==> src/rtl/fp_addsub_seq.sv <==
// fp_addsub_seq: multi-cycle IEEE-754 style adder/subtractor for half or single
// precision. Results are truncated, denormals are flushed to zero and there is
// no rounding.
//
// Ports:
//   CLK, RST          clock, asynchronous active-high reset
//   START             request an operation (sampled only while idle)
//   MODE_FP           0 = half (bits [15:0]), 1 = single precision
//   OP_CODE           000 = add, 001 = sub, anything else returns NaN
//   OP_A, OP_B        operands
//   busy              operation in flight
//   done              one-cycle completion pulse
//   result            packed result ([31:16] = 0 in half mode)
//   flags             00001 NaN, 11111 inf, 00010 ovf, 00011 unf, 10000 denorm
//
// Optional feature (macro FP_STICKY_FLAGS_EN):
//   CLR_FLAGS         clears sticky_flags on the next edge (wins over update)
//   sticky_flags      OR of flags from every completed operation
module fp_addsub_seq (
    input  logic        CLK,
    input  logic        RST,
    input  logic        START,
    input  logic        MODE_FP,
    input  logic [2:0]  OP_CODE,
    input  logic [31:0] OP_A,
    input  logic [31:0] OP_B,
    output logic        busy,
    output logic        done,
    output logic [31:0] result,
    output logic [4:0]  flags
`ifdef FP_STICKY_FLAGS_EN
    ,
    input  logic        CLR_FLAGS,
    output logic [4:0]  sticky_flags
`endif
);

    typedef enum logic [2:0] {S_IDLE, S_UNPACK, S_ALIGN, S_EXEC, S_NORM, S_PACK} state_t;

    // Half-precision mantissas are left-aligned into the 24-bit field so one
    // datapath serves both formats.
    typedef struct packed {
        logic        sign;
        logic [7:0]  exp;
        logic [23:0] mant;
        logic        nan;
        logic        inf;
        logic        den;
    } unp_t;

    function automatic unp_t unpack(input logic mode, input logic [31:0] w);
        unp_t        u;
        logic [7:0]  e;
        logic [22:0] f;
        logic        emax;
        if (mode) begin
            u.sign = w[31];
            e      = w[30:23];
            f      = w[22:0];
            emax   = (e == 8'hFF);
        end else begin
            u.sign = w[15];
            e      = {3'b000, w[14:10]};
            f      = {w[9:0], 13'b0};
            emax   = (e == 8'd31);
        end
        u.nan  = emax && (f != 23'd0);
        u.inf  = emax && (f == 23'd0);
        u.den  = (e == 8'd0) && (f != 23'd0);
        u.exp  = e;
        u.mant = (e == 8'd0) ? 24'd0 : {1'b1, f};
        return u;
    endfunction

    function automatic logic [4:0] lzc24(input logic [23:0] m);
        logic [4:0] n;
        n = 5'd24;
        for (int i = 0; i < 24; i++) begin
            if (m[i]) n = 5'(23 - i);
        end
        return n;
    endfunction

    // Returns {flags, result}; saturates to infinity / flushes to zero.
    function automatic logic [36:0] pack_norm(input logic mode, input logic s,
                                              input logic signed [9:0] e,
                                              input logic [23:0] m);
        if (mode) begin
            if (e >= 10'sd255)
                return {5'b00010, s, 8'hFF, 23'd0};
            else if ((e <= 10'sd0) && (m != 24'd0))
                return {5'b00011, s, 31'd0};
            else
                return {5'b00000, s, e[7:0], m[22:0]};
        end else begin
            if (e >= 10'sd31)
                return {5'b00010, 16'd0, s, 5'h1F, 10'd0};
            else if ((e <= 10'sd0) && (m != 24'd0))
                return {5'b00011, 16'd0, s, 15'd0};
            else
                return {5'b00000, 16'd0, s, e[4:0], m[22:13]};
        end
    endfunction

    state_t r_state;

    logic        r_mode;
    logic [2:0]  r_op;
    logic [31:0] r_a, r_b;

    logic        r_sa_p1, r_sb_p1;
    logic [7:0]  r_ea_p1, r_eb_p1;
    logic [23:0] r_ma_p1, r_mb_p1;
    logic        r_nan_p1, r_inf_p1, r_inf_s_p1, r_den_p1;

    logic [7:0]  r_e_p2;
    logic [23:0] r_mbig_p2, r_msml_p2;
    logic        r_sign_p2, r_sub_p2;

    logic [24:0] r_sum_p3;
    logic [7:0]  r_e_p3;
    logic        r_sign_p3;

    logic signed [9:0] r_e_p4;
    logic [23:0]       r_m_p4;
    logic              r_sign_p4;

    unp_t        w_ua, w_ub;
    logic        w_a_big;
    logic [7:0]  w_diff;
    logic [23:0] w_small_raw, w_small;
    logic [24:0] w_sum;
    logic [4:0]  w_lz;
    logic [23:0] w_norm_m;
    logic signed [9:0] w_norm_e;
    logic        w_norm_s;
    logic [36:0] w_packed;
    logic [31:0] w_res;
    logic [4:0]  w_flags;

    assign w_ua = unpack(r_mode, r_a);
    assign w_ub = unpack(r_mode, r_b);

    assign w_a_big     = (r_ea_p1 > r_eb_p1) || ((r_ea_p1 == r_eb_p1) && (r_ma_p1 >= r_mb_p1));
    assign w_diff      = w_a_big ? (r_ea_p1 - r_eb_p1) : (r_eb_p1 - r_ea_p1);
    assign w_small_raw = w_a_big ? r_mb_p1 : r_ma_p1;
    // Masking the unused low bits in half mode keeps truncation at 11 bits.
    assign w_small     = (w_diff >= 8'd25) ? 24'd0 :
                         ((w_small_raw >> w_diff) & (r_mode ? 24'hFFFFFF : 24'hFFE000));

    assign w_sum = r_sub_p2 ? ({1'b0, r_mbig_p2} - {1'b0, r_msml_p2})
                            : ({1'b0, r_mbig_p2} + {1'b0, r_msml_p2});

    assign w_lz = lzc24(r_sum_p3[23:0]);

    always_comb begin
        w_norm_m = r_sum_p3[24:1];
        w_norm_e = $signed({2'b00, r_e_p3}) + 10'sd1;
        w_norm_s = r_sign_p3;
        if (!r_sum_p3[24]) begin
            if (r_sum_p3[23:0] == 24'd0) begin
                w_norm_m = 24'd0;
                w_norm_e = 10'sd0;
                w_norm_s = 1'b0;
            end else begin
                w_norm_m = r_sum_p3[23:0] << w_lz;
                w_norm_e = $signed({2'b00, r_e_p3}) - $signed({5'b00000, w_lz});
            end
        end
    end

    assign w_packed = pack_norm(r_mode, r_sign_p4, r_e_p4, r_m_p4);

    always_comb begin
        w_res   = w_packed[31:0];
        w_flags = w_packed[36:32];
        if (r_nan_p1) begin
            w_res   = r_mode ? 32'h7FC00000 : 32'h00007E00;
            w_flags = 5'b00001;
        end else if (r_inf_p1) begin
            w_res   = r_mode ? {r_inf_s_p1, 8'hFF, 23'd0} : {16'd0, r_inf_s_p1, 5'h1F, 10'd0};
            w_flags = 5'b11111;
        end else if ((w_flags == 5'b00000) && r_den_p1) begin
            w_flags = 5'b10000;
        end
    end

    always_ff @(posedge CLK or posedge RST) begin
        if (RST) begin
            r_state <= S_IDLE;
            busy    <= 1'b0;
            done    <= 1'b0;
            result  <= 32'd0;
            flags   <= 5'd0;
        end else begin
            done <= 1'b0;
            case (r_state)
                S_IDLE: if (START) begin
                    r_state <= S_UNPACK;
                    busy    <= 1'b1;
                end
                S_UNPACK: r_state <= S_ALIGN;
                S_ALIGN:  r_state <= S_EXEC;
                S_EXEC:   r_state <= S_NORM;
                S_NORM:   r_state <= S_PACK;
                S_PACK: begin
                    r_state <= S_IDLE;
                    busy    <= 1'b0;
                    done    <= 1'b1;
                    result  <= w_res;
                    flags   <= w_flags;
                end
                default:  r_state <= S_IDLE;
            endcase
        end
    end

    always_ff @(posedge CLK) begin
        case (r_state)
            S_IDLE: if (START) begin
                r_mode <= MODE_FP;
                r_op   <= OP_CODE;
                r_a    <= OP_A;
                r_b    <= OP_B;
            end
            // unpack -> p1
            S_UNPACK: begin
                r_sa_p1    <= w_ua.sign;
                r_sb_p1    <= w_ub.sign ^ r_op[0];
                r_ea_p1    <= w_ua.exp;
                r_eb_p1    <= w_ub.exp;
                r_ma_p1    <= w_ua.mant;
                r_mb_p1    <= w_ub.mant;
                r_nan_p1   <= (r_op[2:1] != 2'b00) || w_ua.nan || w_ub.nan ||
                              (w_ua.inf && w_ub.inf && (w_ua.sign != (w_ub.sign ^ r_op[0])));
                r_inf_p1   <= w_ua.inf || w_ub.inf;
                r_inf_s_p1 <= w_ua.inf ? w_ua.sign : (w_ub.sign ^ r_op[0]);
                r_den_p1   <= w_ua.den || w_ub.den;
            end
            // align -> p2
            S_ALIGN: begin
                r_e_p2    <= w_a_big ? r_ea_p1 : r_eb_p1;
                r_mbig_p2 <= w_a_big ? r_ma_p1 : r_mb_p1;
                r_msml_p2 <= w_small;
                r_sign_p2 <= w_a_big ? r_sa_p1 : r_sb_p1;
                r_sub_p2  <= r_sa_p1 ^ r_sb_p1;
            end
            // exec -> p3
            S_EXEC: begin
                r_sum_p3  <= w_sum;
                r_e_p3    <= r_e_p2;
                r_sign_p3 <= r_sign_p2;
            end
            // normalize -> p4
            S_NORM: begin
                r_m_p4    <= w_norm_m;
                r_e_p4    <= w_norm_e;
                r_sign_p4 <= w_norm_s;
            end
            default: ;
        endcase
    end

`ifdef FP_STICKY_FLAGS_EN
    logic [4:0] r_sticky;

    always_ff @(posedge CLK or posedge RST) begin
        if (RST)
            r_sticky <= 5'd0;
        else if (CLR_FLAGS)
            r_sticky <= 5'd0;
        else if (done)
            r_sticky <= r_sticky | flags;
    end

    assign sticky_flags = r_sticky;
`endif

endmodule
==> config.mk <==
export PLATFORM = sky130hd
export DESIGN_NAME = fp_addsub_seq
export DESIGN_NICKNAME = d
export VERILOG_FILES = /design/src/rtl/fp_addsub_seq.sv
export SDC_FILE = /design/constraint.sdc
export NUM_CORES = 1
export LEC_CHECK = 0
export ABC_CLOCK_PERIOD_IN_PS = 10900
export CAP_MARGIN = 0
export CORE_MARGIN = 2
export CORE_UTILIZATION = 58
export DETAILED_ROUTE_END_ITERATION = 12
export PLACE_DENSITY = 0.77
export SKIP_LAST_GASP = 1
export SLEW_MARGIN = 30
export SYNTH_ARGS = -nofsm -noshare
export SYNTH_HDL_FRONTEND = slang
export SYNTH_SLANG_ARGS = --single-unit
==> constraint.sdc <==
create_clock -name CLK -period 10.9 [get_ports CLK]
set_clock_uncertainty 0.1 [all_clocks]
set_input_delay 1.635 -clock CLK [delete_from_list [all_inputs] [get_ports CLK]]
set_output_delay 1.635 -clock CLK [all_outputs]
set_load 0.005 [all_outputs]
==> metrics <==
Max-slew headroom between 30% and 40%; R2R Path End r_msml_p2[3]; placement row count 63; crit-path max FO 22; Worst setup EP type register; internal power ~0.0039 W; Post-synth EDFFs about 270; power density cells ~330 nW/um^2; post-CTS setup buffer count 0; clock slew at reported path FFs about 0.060 ns; Least-Margin Pin Slew 0.9035 ns; Pwr Total between 0.006 and 0.007 W; Final setup viols 0; area delta synth->final 14.82%; grt met3 use under 10%; worst hold path class register to register; fillers roughly 2,200; Iteration-0 DRC Markers a little over 1,000; cells after synthesis between 1,500 and 2,000; RSZ-0062 raised after global routing false; Core Area 29,720 sq um; sw frac 42.52%; setup TNS 0 ns; Vias per Instance 6.214; Switch Pwr between 0.002 and 0.003 W; r2r worst-path depth 14; post-synthesis async set-or-reset flop share 13.40%; Die H 177.8 um; CTS root buf clkbuf_16; Resized cells post-CTS 0; f_max roughly 0.21 GHz; CP Cell Sequence inv_1 -> ha_1 -> inv_1 -> fa_1 -> a21o_1 -> a221o_1 -> a31oi_1 -> a21o_2 -> nor2_4 -> a21oi_1 -> o21a_1 -> and4_1 -> nand3_2 -> o221ai_1; setup slack after layout approximately 6 ns; final hold vios 0; CP Class register to register; Total Routing Usage GR just under 30%; YS warnings 0; Post-Syn Area between 15,000 and 20,000 sq um; TritonCTS clock tree built; Crit path largest cell delay approximately 0.75 ns; GR Util met2 53.60%; Logic pwr share between 50 and 60%; Synth Flop Type edfxtp_1; Worst Setup EP r_msml_p2[3]; worst path required time between 10 and 15 ns; crit path from r_ea_p1[0]; initial antenna violation count 0; sequential share of power between 30% and 40%; Critical R2R Launch r_ea_p1[0]; drt total wl approximately 46,000 um; first-pass GRT wire length approximately 71,000 um; Syn Area/Cell roughly 11 sq um; Pre-Repair DR Iteration Count 5; global route overflow 0; leak pwr roughly 7.7 nW; Diodes inserted 0; IR drop worst, VDD between 0.15 and 0.2 mV; Tcrit/Tclk final approximately 44%; vias in the first global route 13,130; Unique masters post-synth between 80 and 90; R2R Setup Slk between 6 and 7 ns; Sink Count about 310; Final Hold Slack between 0.3 and 0.4 ns; cts bufs inserted 34; post-route ant nets 0; Final #Nets between 1,500 and 2,000; GR Layer Usage met1 between 30% and 40%; # DRC 0; Top Ports 110; I/O Buffers 109; startpoint types register; flops & latches, synth between 300 and 400; Clock Latency Late Sink roughly 0.53 ns; CTS max path bufs 3; hold buffers post-CTS 0; status finished, final reports clean; placed cells between 2,000 and 2,500; fin. max-slew vios 0; Critical-path top delay cell and4_1; initial core utilization about three fifths; crit path time final around 4.8 ns; Final HPWL DP between 30,000 and 40,000 um; full die area ~32,000 sq um; most used cell, CP inv_1; number of H-tree levels 2; Placer Congestion 0.9493; sequential fraction of the synthesis area 51.27%; chip width between 150 and 200 um; clock power share between 10% and 20%; fin cells roughly 2,100; GRT Max-Usage Layer met2; wire length per cell approximately 22 um; max_cap viols 0; worst slack at placement just over 6 ns; largest net degree at the start of global routing 72; FF+latch area 8984 sq um; share of layout cells above drive strength 1 about 7.4%; via count 13,180; Data arrival, critical path 5.05 ns; area occupied by multi-input gates roughly 8000 sq um; Syn Nets 1,753
[layout make-up]
type | count | share of cell area [%]
multi-input combinational | 1139 | 39.30
clock inverter | 17 | 1.070
tap | 390 | 2.425
clock buffer | 45 | 4.633
sequential | 306 | 44.65
inverter | 96 | 1.791
timing repair buffer | 128 | 6.131
[registers in the layout, indices dropped and copies added (netlist names), 10 cells and up]
name       cells
r_a           32
r_b           32
result        32
r_sum_p3      25
r_m_p4        24
r_ma_p1       24
r_mb_p1       24
r_mbig_p2     24
r_msml_p2     24
r_e_p4        10
[cells in the final DEF (no fill, tap or decap), drive strengths merged, types with 43 or more instances in the layout]
master         count
edfxtp           265
nand2            160
nor2             133
clkdlybuf4s50    109
o21ai             96
inv               93
a21oi             87
mux2i             74
ha                71
clkbuf            45
xnor2             43
[routing by layer]
metal / routed length (um) / up-vias / part of all wire, %
met1: 16990 / 6303 / 37
met5: 0 / - / 0
li1: - / 6218 / -
met2: 23680 / 501 / 52
met4: 2856 / 0 / 6.2
met3: 2327 / 157 / 5.1
[power groups by stage]
stage,clock [W],sequential (W),combinational (W)
global placement,0,0.00219,0.00326
CTS,0.00118,0.00218,0.00333
floorplan,0,0.00208,0.00249
detailed placement,0,0.00221,0.00330
finish,0.00116,0.00219,0.00337
global route,0.00123,0.00222,0.00368
[how the worst min path moves through the flow]
stage	from	cells after the start	to
after floorplan	r_e_p2[0]	0	r_e_p3[0]
after global placement	r_e_p2[1]	0	r_e_p3[1]
after detailed placement	r_e_p2[4]	0	r_e_p3[4]
after CTS	r_e_p2[4]	0	r_e_p3[4]
after global routing	r_e_p2[1]	0	r_e_p3[1]
final	r_e_p2[4]	0	r_e_p3[4]
[worst max-delay path, delay by kind of cell (launching register included)]
kind            cells  cell delay (ns)
flops               1             0.42
simple gates        3             1.19
fa+ha+maj           2             0.57
compound gates      7             2.18
buf+inv             2             0.13
[Yosys cell counts (5+ instances only)]
library cell,number,share of area (%)
edfxtp_1,265,45
nand2_1,160,3.4
nor2_1,132,2.8
o21ai_0,93,2.7
inv_1,91,1.9
a21oi_1,87,2.5
mux2i_1,72,4.1
ha_1,71,5.1
clkbuf_1,43,0.92
xnor2_1,42,2.1
and2_1,41,1.5
dfrtp_1,41,5.9
nand3_1,40,1.1
nor3_1,32,0.91
nor4_1,26,0.93
mux4_2,25,3.2
a211oi_1,20,0.86
a21o_1,20,0.86
nor2b_1,18,0.64
and3_1,17,0.61
o22ai_1,15,0.54
o31ai_1,15,0.64
a22o_1,14,0.70
a31oi_1,14,0.50
a22oi_1,13,0.56
nand4_1,12,0.43
o2111ai_1,11,0.55
buf_2,10,0.29
nand2b_1,10,0.36
xor2_1,10,0.50
nor3b_1,9,0.39
o21a_1,9,0.39
o211ai_1,8,0.34
mux2_2,7,0.45
or3_1,7,0.25
o221ai_1,6,0.30
a221o_1,5,0.29
buf_1,5,0.11
buf_6,5,0.32
o21bai_1,5,0.21
or2_2,5,0.18
[logic make-up after synthesis]
| logic type | synth area share (%) |
|---|---|
| multiplexers | 8.119 |
| AO/OA/AOI/OAI | 14.06 |
| AND/OR/NAND/NOR | 14.53 |
| flip-flops | 51.27 |
| adder cells (fa/ha/maj) | 5.527 |
| buffers and inverters | 3.806 |
| XOR/XNOR | 2.692 |
[per-stage QoR]
step / utilization [%] / instance area [sq um]
6_report: 67.71 / 20120
5_1_grt: 67.71 / 20120
4_1_cts: 67.70 / 20120
3_5_place_dp: 63.84 / 18970
3_3_place_gp: 63.84 / 18970
2_1_floorplan: - / 17520
(Power assumes the default switching activity.)
